--- src/rtl/bcd_pkg.sv ---
//------------------------------------------------------------------------------
// bcd_pkg : shared state encoding and digit-correction constants for the
//           binary-to-BCD converter.
// Revision: 1.0
//------------------------------------------------------------------------------
`default_nettype none

package bcd_pkg;

  typedef enum logic [1:0] {
    IDLE = 2'd0,
    OP   = 2'd1,
    DONE = 2'd2
  } bcd_state_t;

  localparam logic [3:0] BCD_ADD_THRESH = 4'd5;
  localparam logic [3:0] BCD_ADD_VAL    = 4'd3;

endpackage

`default_nettype wire

--- src/rtl/bcd_add3.sv ---
//------------------------------------------------------------------------------
// bcd_add3 : one-digit add-3 correction (in >= 5 ? in + 3 : in), combinational.
// Revision: 1.0
//------------------------------------------------------------------------------
`default_nettype none

module bcd_add3
  import bcd_pkg::*;
(
  input  logic [3:0] i_nib,
  output logic [3:0] o_nib
);

  assign o_nib = (i_nib >= BCD_ADD_THRESH) ? (i_nib + BCD_ADD_VAL) : i_nib;

endmodule

`default_nettype wire

--- src/rtl/bin_para_bcd.sv ---
//------------------------------------------------------------------------------
// bin_para_bcd : sequential double-dabble binary-to-BCD converter with a
//                start/ready/done_tick handshake; W shift cycles per conversion.
// Revision: 1.0
//------------------------------------------------------------------------------
`default_nettype none

module bin_para_bcd
  import bcd_pkg::*;
#(
  parameter int W      = 16,
  parameter int DIGITS = 5
) (
  input  logic                clk,
  input  logic                rst,
  input  logic                start,
  input  logic [W-1:0]        bin,
  output logic                ready,
  output logic                done_tick,
  output logic [4*DIGITS-1:0] bcd
);

  localparam int CW = $clog2(W + 1);
  localparam int AW = 4 * DIGITS;

  generate
    if ((10 ** DIGITS) <= ((2 ** W) - 1)) begin : g_digits_check
      $error("bin_para_bcd: DIGITS too small to hold the largest W-bit value");
    end
  endgenerate

  bcd_state_t      state_q, state_d;
  logic [W-1:0]    shift_q, shift_d;
  logic [AW-1:0]   acc_q, acc_d;
  logic [CW-1:0]   count_q, count_d;
  logic [AW-1:0]   bcd_q, bcd_d;
  logic            ready_q, ready_d;
  logic            done_tick_q, done_tick_d;
  logic [AW-1:0]   acc_adj;
  logic            unused_msb;

  generate
    for (genvar g = 0; g < DIGITS; g++) begin : g_digit
      bcd_add3 u_add3 (
        .i_nib (acc_q[4*g +: 4]),
        .o_nib (acc_adj[4*g +: 4])
      );
    end
  endgenerate

  // The bit shifted out of the top digit is always 0 given the DIGITS bound.
  assign unused_msb = acc_adj[AW-1];

  always_comb begin
    state_d   = state_q;
    shift_d   = shift_q;
    acc_d     = acc_q;
    count_d   = count_q;
    bcd_d     = bcd_q;
    case (state_q)
      IDLE: begin
        if (start) begin
          shift_d = bin;
          acc_d   = '0;
          count_d = CW'(W);
          state_d = OP;
        end
      end
      OP: begin
        acc_d   = {acc_adj[AW-2:0], shift_q[W-1]};
        shift_d = {shift_q[W-2:0], 1'b0};
        count_d = count_q - CW'(1);
        if (count_q == CW'(1)) begin
          state_d = DONE;
          bcd_d   = {acc_adj[AW-2:0], shift_q[W-1]};
        end
      end
      DONE:    state_d = IDLE;
      default: state_d = IDLE;
    endcase
    ready_d     = (state_d == IDLE);
    done_tick_d = (state_d == DONE);
  end

  always_ff @(posedge clk or posedge rst) begin
    if (rst) begin
      state_q     <= IDLE;
      shift_q     <= '0;
      acc_q       <= '0;
      count_q     <= '0;
      bcd_q       <= '0;
      ready_q     <= 1'b1;
      done_tick_q <= 1'b0;
    end else begin
      state_q     <= state_d;
      shift_q     <= shift_d;
      acc_q       <= acc_d;
      count_q     <= count_d;
      bcd_q       <= bcd_d;
      ready_q     <= ready_d;
      done_tick_q <= done_tick_d;
    end
  end

  assign ready     = ready_q;
  assign done_tick = done_tick_q;
  assign bcd       = bcd_q;

endmodule

`default_nettype wire

--- config.mk ---
export PLATFORM = sky130hd
export DESIGN_NAME = bin_para_bcd
export DESIGN_NICKNAME = d
export VERILOG_FILES = /design/src/rtl/bcd_pkg.sv /design/src/rtl/bcd_add3.sv /design/src/rtl/bin_para_bcd.sv
export SDC_FILE = /design/constraint.sdc
export NUM_CORES = 1
export LEC_CHECK = 0
export BUFFER_PORTS_ARGS = -buffer_cell sky130_fd_sc_hd__buf_4
export CORE_AREA = 2 2 83 85
export CTS_CLUSTER_SIZE = 12
export DETAILED_ROUTE_END_ITERATION = 8
export DIE_AREA = 0 0 85 87
export MAX_ROUTING_LAYER = met4
export PLACE_DENSITY = 0.78
export SLEW_MARGIN = 20
export SYNTH_ARGS = -nofsm -noshare
export SYNTH_HDL_FRONTEND = slang
export SYNTH_SLANG_ARGS = --single-unit
--- constraint.sdc ---
create_clock -name clk -period 1.88 [get_ports clk]
set_input_delay 0.376 -clock clk [delete_from_list [all_inputs] [get_ports clk]]
set_output_delay 0.376 -clock clk [all_outputs]
set_load 0.05 [all_outputs]
==> impl_metrics.json, run 1 <==
{
  "status": "completed",
  "crit_required_ns": 2.14,
  "synth_nets": 343,
  "multiInputGateArea_sq_um": 1400,
  "ir_drop_mv": 1.09,
  "fin_ws_ns": 0.231,
  "maxSlewHeadroom_pct": 61.1,
  "min_period_ns": 1.65,
  "die-area_sq_um": 7400,
  "p_leak_nw": 1.72,
  "pre_cts_ws_ns": 0.116,
  "setup_viol": 0,
  "ff_latch_area_sq_um": 1630,
  "viasPerCell": 5.45,
  "vias": 2414,
  "die_x_microns": 85,
  "coreArea_sq_um": 6570,
  "gp_congestion": 0.767,
  "nNetsFinal": 390,
  "yosys_warnings": 0,
  "avgSynthCellArea_sq_um": 10.1,
  "maxSlewViolCount": 0,
  "cap_violations": 0,
  "syn_inst": 312,
  "worst_slew_pin_slew_ns": 0.580,
  "ant_nets": 0,
  "ctsHoldBuffers": 0,
  "path_class": "flop to flop",
  "drive_above_1_share_pct": 25.9,
  "ys_types": 34,
  "htreeDepth": 3,
  "n_antenna_cell": 0,
  "final.setup_skew_ns": 0.00667,
  "critPathMaxFanout": 4,
  "grt_pass1_vias": 2406,
  "route.detailed.drc": 0,
  "ioPinCount": 41,
  "drt_iter0_drc": 113,
  "tns_ns": 0,
  "rsz0062_at_grt": "no",
  "cts_setup_buffers": 0,
  "grt_start_max_net_pins": 48,
  "start_util_pct": 48.2,
  "die_y_microns": 87,
  "port_buffers": 40,
  "rows": 30,
  "syn_area_sq_um": 3170,
  "power_density_nw_per_um2": 1850,
  "routed_wl_mm": 6.45,
  "fin_crit_sh_pct": 87.7,
  "fmaxAchievable_mhz": 607,
  "cts-root-buf": "clkbuf_8",
  "async_flop_share_pct": 100,
  "grt_usage_pct": 19.7,
  "ys_seq_area_share_pct": 51.4,
  "mostFrequentLayoutCell": "dfrtp_1",
  "syn2layout_area_growth_pct": 20.2,
  "wl_per_cell_microns": 14.6,
  "cts_resized": 0,
  "numCtsBuffers": 9,
  "final_cell_mix": "dfrtp_1 (64), buf_4 (51), nand2_1 (33)",
  "grt_pass1_wl_mm": 11.1,
  "synth_area_leaders": "dfrtp_1 (51%), ha_1 (4.7%), a21oi_1 (4.6%), o21ai_0 (4.4%), nand2_1 (3.9%)",
  "synth_top_area_cell": "dfrtp_1",
  "dpl.hpwl_mm": 4.52,
  "ys_seq_elements": 65,
  "worstPathArrival_ns": 1.91,
  "worstSkewPairLatency_ns": 0.34,
  "yosysTopAreaCellShare_pct": 50.6,
  "clk_path_buf_depth": 2,
  "antenna_found_initial": 0,
  "fillers": 565,
  "synth_ff_type": "dfrtp_1",
  "numClockSinks": 65,
  "end_kind": "flop",
  "synth_edf_count": 0,
  "cts_tree": "built",
  "grt-ovfl-total": 0,
  "finalHoldViolations": 0,
  "min_path_type": "input pin to async pin",
  "clk_pin_slew_ns": 0.07,
  "dr.pass1.iters": 4,
  "cp-start-kind": "flop"
}
-- layer usage --
| metal | share of wire [%] | wire length [microns] | up-vias | GRT usage [%] |
|---|---|---|---|---|
| met2 | 47 | 3010 | 61 | 30.5 |
| li1 | - | - | 1186 | - |
| met4 | 1.2 | 77 | 0 | 6.20 |
| met3 | 5.5 | 353 | 7 | 6.54 |
| met1 | 47 | 3000 | 1160 | 24.7 |
| met5 | 0 | 0 | - | - |
-- flip-flops by register name, summed over array words and instances (netlist names) --
name       count
acc_q         20
state_q        2
bcd           20
shift_q       16
ready          1
count_q        5
done_tick      1
-- per-stage QoR --
step / utilization [%] / hold slack (ns) / total power [mW] / std cells / instance area [sq um]
after global placement: 54.6 / 0.409 / 5.72 / 428 / 3590
after global routing: 57.9 / 0.0590 / 7.58 / 443 / 3800
after floorplan: - / 0.456 / 4.93 / 312 / 3170
final: 57.9 / 0.0394 / 7.06 / 443 / 3800
after CTS: 57.9 / 0.0383 / 7.13 / 443 / 3800
after detailed placement: 54.6 / 0.420 / 5.86 / 428 / 3590
-- Yosys cell counts, drive strengths merged (5+ instances only) --
cell type and n:
dfrtp 64, o21ai 57, nand2 34, a21oi 29, nor2b 16, a22oi 14, inv 14, ha 12
buf 10, mux2 8, nand2b 7, clkbuf 6, nor3 6, a31oi 5, or3b 5, xnor2 5
-- kinds of logic after synthesis --
logic type | after synthesis | share of synthesized area (%)
AO/OA/AOI/OAI | 111 | 20.3
AND/OR/NAND/NOR | 79 | 14.1
flip-flops | 65 | 51.4
buffers and inverters | 31 | 4.62
adder cells (fa/ha/maj) | 12 | 4.74
multiplexers | 9 | 3.52
XOR/XNOR | 5 | 1.38
-- area by class of cell --
type	count	share of cell area (%)
Timing Repair Buffer	52	10.6
Sequential cell	65	42.8
Tap cell	80	2.63
Inverter	15	1.71
Clock inverter	2	0.921
Clock buffer	13	4.70
Multi-Input combinational cell	216	36.7
-- critical path, stage by stage, from the launching register on --
cell and delay [ns]:
dfrtp_1 0.41, inv_1 0.10, ha_1 0.22, nand2b_1 0.08
a21oi_1 0.23, mux2_2 0.38, o21ai_0 0.14
-- power breakdown --
part	switching (mW)	internal [mW]
Clock	0.501	0.748
Sequential	0.488	2.00
Combinational	2.03	1.29
Total	3.02	4.04
-- worst paths after layout --
kind	startpoint	to	slack, ns	cells after the start
max in group asynchronous	rst	count_q[4]	1.27	3
worst min register to register	bcd[16]	bcd[16]	0.49	2
worst max-delay path	acc_q[8]	acc_q[10]	0.23	6
min in group clk	bin[0]	shift_q[0]	0.27	2
worst max register to register	acc_q[8]	acc_q[10]	0.23	6
worst min-delay path	rst	acc_q[6]	0.04	2
Note: power is estimated with default switching activity, not from simulation.
==> inputs of run 2 (changes only) <==
Settings changed: CORE_AREA 2 2 83 85 to 2 2 82 84, DIE_AREA 0 0 85 87 to 0 0 84 86, PLACE_DENSITY 0.78 to 0.75.
==> run 2 against run 1 <==
  * Total power decreased by 3.3%
  * First-iteration DRC count rose by 16%
  * Cell count down 1.6%
  * Worst setup slack worse by 0.060 ns
  * Non-clock buffer count down 3
  * Combinational power about the same
  * Clock power shrank 17%
  * Clock skew increased by 0.00051 ns
  * Register-to-register slack lost 0.06 ns
  * Via count down 0.33%
==> impl_metrics.json, run 2 (synthesis gave the netlist of run 1 again) <==
{
  "clk_path_buf_depth": 2,
  "antenna_found_initial": 0,
  "crit_chain": "inv_1, ha_1, nand2b_1, a21oi_1, mux2_2, o21ai_0",
  "die_y_microns": 86,
  "crit_required_ns": 2.13,
  "numClockSinks": 65,
  "path_buf_inv": 1,
  "fillers": 543,
  "grt-ovfl-total": 0,
  "path_delay_family": "compound AO/OA/AOI/OAI gates",
  "seq_power_share_pct": 36.4,
  "htreeDepth": 3,
  "route.detailed.drc": 0,
  "port_buffers": 40,
  "nNetsFinal": 387,
  "whs_ns": 0.0659,
  "wl_per_cell_microns": 14.5,
  "power_density_nw_per_um2": 1820,
  "grt_pass1_wl_mm": 11.0,
  "p_switching_mw": 3.02,
  "critPathMaxFanout": 4,
  "start_util_pct": 50.4,
  "numCtsBuffers": 9,
  "tns_ns": 0,
  "pwr-share-comb_pct": 48.4,
  "critical-path-slowest-cell": "dfrtp_1",
  "routed_wl_mm": 6.33,
  "die-area_sq_um": 7220,
  "maxSlewViolCount": 0,
  "cts_tree": "built",
  "ioPinCount": 41,
  "min_path_type": "input pin to async pin",
  "cts_resized": 0,
  "multiInputGateArea_sq_um": 1390,
  "clk_pin_slew_ns": 0.07,
  "ctsHoldBuffers": 0,
  "worstSkewPairLatency_ns": 0.34,
  "dr.pass1.iters": 4,
  "p_leak_nw": 1.68,
  "cp-start-kind": "flop",
  "finalHoldViolations": 0,
  "cts-root-buf": "clkbuf_8",
  "drive_above_1_share_pct": 24.8,
  "coreArea_sq_um": 6280,
  "final_cell_mix": "dfrtp_1 (64), buf_4 (47), nand2_1 (33)",
  "dpl.hpwl_mm": 4.29,
  "cp_slowest_stage_delay_ns": 0.41,
  "viasPerCell": 5.52,
  "fmaxAchievable_mhz": 585,
  "worst_slew_pin_slew_ns": 0.967,
  "gp_congestion": 0.804,
  "ir_drop_mv": 1.04,
  "setup_viol": 0,
  "fin_util_pct": 59.6,
  "maxSlewHeadroom_pct": 35.4,
  "ff_latch_area_sq_um": 1630,
  "grt_usage_pct": 19.6,
  "rsz0062_at_grt": "no",
  "swShare_pct": 44.2,
  "n_antenna_cell": 0,
  "drt_iter0_drc": 131,
  "path_class": "flop to flop",
  "status": "completed",
  "grt_start_max_net_pins": 45,
  "rows": 29,
  "mostFrequentLayoutCell": "dfrtp_1",
  "ant_nets": 0,
  "vias": 2406,
  "cap_violations": 0,
  "die_x_microns": 84,
  "min_period_ns": 1.71,
  "p_int_mw": 3.81,
  "end_kind": "flop",
  "clock_power_share_pct": 15.2,
  "fin_crit_sh_pct": 90.9,
  "cts_setup_buffers": 0,
  "final.setup_skew_ns": 0.00718,
  "syn2layout_area_growth_pct": 18.2,
  "grt_pass1_vias": 2387,
  "worstPathArrival_ns": 1.96
}
==> run 2: cell types whose count changed in the layout (fill, tap and decap cells not counted), sizes merged <==
cell / before / now
buf: 52 / 49
clkbuf: 13 / 11
bufinv: 1 / 0
clkinv: 2 / 3
clkinvlp: 1 / 2
==> run 2: worst register-to-register path: stages, from the launching register on <==
cell,delay (ns)
dfrtp_1,0.41
inv_1,0.11
ha_1,0.22
nand2b_1,0.08
a21oi_1,0.27
mux2_2,0.38
o21ai_0,0.15
==> run 2: through the flow <==
step	std cells	power [mW]	cell area [sq um]	setup slack (ns)
detailed placement	422	5.82	3570	0.208
global placement	422	5.70	3570	0.275
finish	436	6.82	3740	0.172
CTS	436	6.88	3740	0.189
global route	436	7.34	3740	0.0161
floorplan	312	4.93	3170	0.296
==> run 2: final timing paths <==
check / slack, ns / endpoint / startpoint / cells past startpoint
worst max-delay path: 0.17 / acc_q[14] / acc_q[12] / 6
worst min-delay path: 0.07 / count_q[3] / rst / 2
worst max register to register: 0.17 / acc_q[14] / acc_q[12] / 6
worst min register to register: 0.48 / bcd[8] / bcd[8] / 2
max in group asynchronous: 1.23 / bcd[2] / rst / 3
min in group clk: 0.27 / shift_q[0] / bin[0] / 2
==> run 2: metal layers <==
metal / track usage [%] / routed length (microns)
met5: - / 0
met4: 6.74 / 104
met3: 5.10 / 348
met2: 29.8 / 2910
met1: 25.8 / 2960
==> run 2: final cells by class <==
type                            count  area share [%]
Sequential cell                    65            43.5
Inverter                           15            1.74
Clock buffer                       11            4.04
Multi-Input combinational cell    216            37.2
Clock inverter                      3           0.468
Timing Repair Buffer               49            10.5
Tap cell                           77            2.57
==> run 2: power groups by stage <==
stage	logic (mW)	clock network, mW	registers, mW
after floorplan	1.83	0	3.10
after global placement	3.23	0	2.48
after detailed placement	3.32	0	2.50
after CTS	3.33	1.06	2.48
after global routing	3.63	1.13	2.58
final	3.30	1.04	2.49
==> inputs of run 3 (changes only) <==
Settings changed: CORE_AREA 2 2 82 84 to 2 2 59 117, DIE_AREA 0 0 84 86 to 0 0 61 119.
Clock period 1.88 ns to 1.45 ns, I/O delays scaled along.
==> run 3 against run 2 <==
  * The flow now finishes with violations (setup timing)
  * First-iteration DRC count down 14%
  * Via count grew 14%
  * Cell area rose by 22%
  * Wire length rose by 33%
  * Worst hold slack improved by 0.12 ns
  * Sequential power increased by 36%
  * Worst setup slack lost 0.20 ns
  * Clock power grew 100%
  * Die area is 0.48% higher
  * Sequential share of layout area decreased by 7.8 points
  * Critical path type unchanged
==> impl_metrics.json, run 3 (synthesis gave the netlist of run 1 again) <==
{
  "cp-start-kind": "flop",
  "tns_ns": -0.0971,
  "worstPathArrival_ns": 1.70,
  "dr.pass1.iters": 4,
  "syn2layout_area_growth_pct": 44.3,
  "fmaxAchievable_mhz": 675,
  "die_x_microns": 61,
  "finalHoldViolations": 0,
  "port_buffers": 40,
  "setup_viol": 6,
  "critPathMaxFanout": 4,
  "final_cells": 490,
  "power_density_nw_per_um2": 2570,
  "wl_per_cell_microns": 17.1,
  "mostFrequentLayoutCell": "buf_4",
  "grt_pass1_vias": 2757,
  "violations": "setup timing",
  "ioPinCount": 41,
  "routed_wl_mm": 8.40,
  "nNetsFinal": 428,
  "clk_pin_slew_ns": 0.05,
  "fin_ws_ns": -0.0305,
  "maxSlewHeadroom_pct": 68.5,
  "final_cell_mix": "buf_4 (83), dfrtp_1 (62), o21ai_1 (24)",
  "start_util_pct": 49.0,
  "grt-ovfl-total": 0,
  "ir_drop_mv": 1.74,
  "cap_violations": 0,
  "route.detailed.drc": 0,
  "final.setup_skew_ns": 0.00495,
  "status": "complete, but fails checks",
  "path_class": "flop to flop",
  "viasPerCell": 5.60,
  "drt_iter0_drc": 113,
  "htreeDepth": 3,
  "rows": 42,
  "cts-root-buf": "clkbuf_16",
  "die_y_microns": 119,
  "place_inst": 463,
  "min_path_type": "input pin to flop",
  "ff2ff_setup_slack_ns": -0.03,
  "grt_pass1_wl_mm": 12.9,
  "grt_usage_pct": 24.3,
  "ant_nets": 0,
  "cts_tree": "built",
  "rsz0062_at_grt": "yes",
  "coreArea_sq_um": 6460,
  "drive_above_1_share_pct": 48.3,
  "total_power_mw": 11.7,
  "crit_required_ns": 1.67,
  "vias": 2743,
  "maxSlewViolCount": 0,
  "die-area_sq_um": 7260,
  "dpl.hpwl_mm": 5.12,
  "worstSkewPairLatency_ns": 0.33,
  "end_kind": "flop",
  "grt_start_max_net_pins": 26,
  "min_period_ns": 1.48,
  "n_antenna_cell": 0,
  "gp_congestion": 0.813,
  "numCtsBuffers": 9,
  "reg2regPathDepth": 6,
  "min_path_cells": 2,
  "clk_path_buf_depth": 2,
  "fin_crit_sh_pct": 102,
  "fin_util_pct": 70.7,
  "antenna_found_initial": 0,
  "numClockSinks": 65,
  "worst_slew_pin_slew_ns": 0.472,
  "p_leak_nw": 2.05
}
==> run 3: area by class of cell <==
| cell class | count | area (sq um) |
|---|---|---|
| inverter | 15 | 65.1 |
| tap | 88 | 110 |
| timing repair buffer | 90 | 736 |
| fill | 472 | 1890 |
| multi-input combinational | 216 | 1740 |
| sequential | 65 | 1630 |
| clock buffer | 14 | 284 |
| clock inverter | 2 | 10.0 |
==> run 3: timing repair <==
action / in CTS / in global routing
hold buffers: 1 / 0
pin swaps: 9 / 17
hold endpoints to repair: 11 / 0
endpoints found under the setup margin: 19 / 36
setup buffers: 5 / 5
resized for setup: 44 / 37
==> run 3: report_power, final <==
| part | internal (mW) | leakage [nW] | total [mW] | switching (mW) |
|---|---|---|---|---|
| clock network | 1.34 | 0.149 | 2.11 | 0.774 |
| logic | 2.84 | 1.08 | 6.24 | 3.40 |
| registers | 2.61 | 0.824 | 3.38 | 0.771 |
==> run 3: stage by stage <==
| step | hold WS (ns) | area, sq um | worst slack (ns) |
|---|---|---|---|
| finish | 0.183 | 4570 | -0.0305 |
| global route | 0.198 | 4570 | -0.0885 |
| CTS | 0.178 | 4400 | -0.0242 |
| detailed placement | 0.347 | 3880 | -0.128 |
| global placement | 0.338 | 3880 | -0.00961 |
| floorplan | 0.423 | 3210 | -0.134 |
==> run 3: per-layer routing <==
metal	track usage, %	part of all wire (%)	vias to the layer above
met3	5.86	4.0	18
met5	-	0	-
met1	28.3	40	1381
met4	10.3	2.7	0
li1	-	-	1269
met2	39.0	54	75
==> run 3: worst paths after layout <==
kind	startpoint	to
min in group asynchronous	rst	acc_q[1]
worst min-delay path	bin[0]	shift_q[0]
worst max-delay path	count_q[1]	bcd[17]
max in group asynchronous	rst	shift_q[14]
worst max register to register	count_q[1]	bcd[17]
worst min register to register	bcd[8]	bcd[8]
==> run 3: worst max-delay path, stage by stage (launching register included) <==
cell and delay (ns):
dfrtp_1 0.39, inv_2 0.08, ha_4 0.12, nor4b_4 0.26, nand2_4 0.13, clkinv_4 0.10, mux2_4 0.29
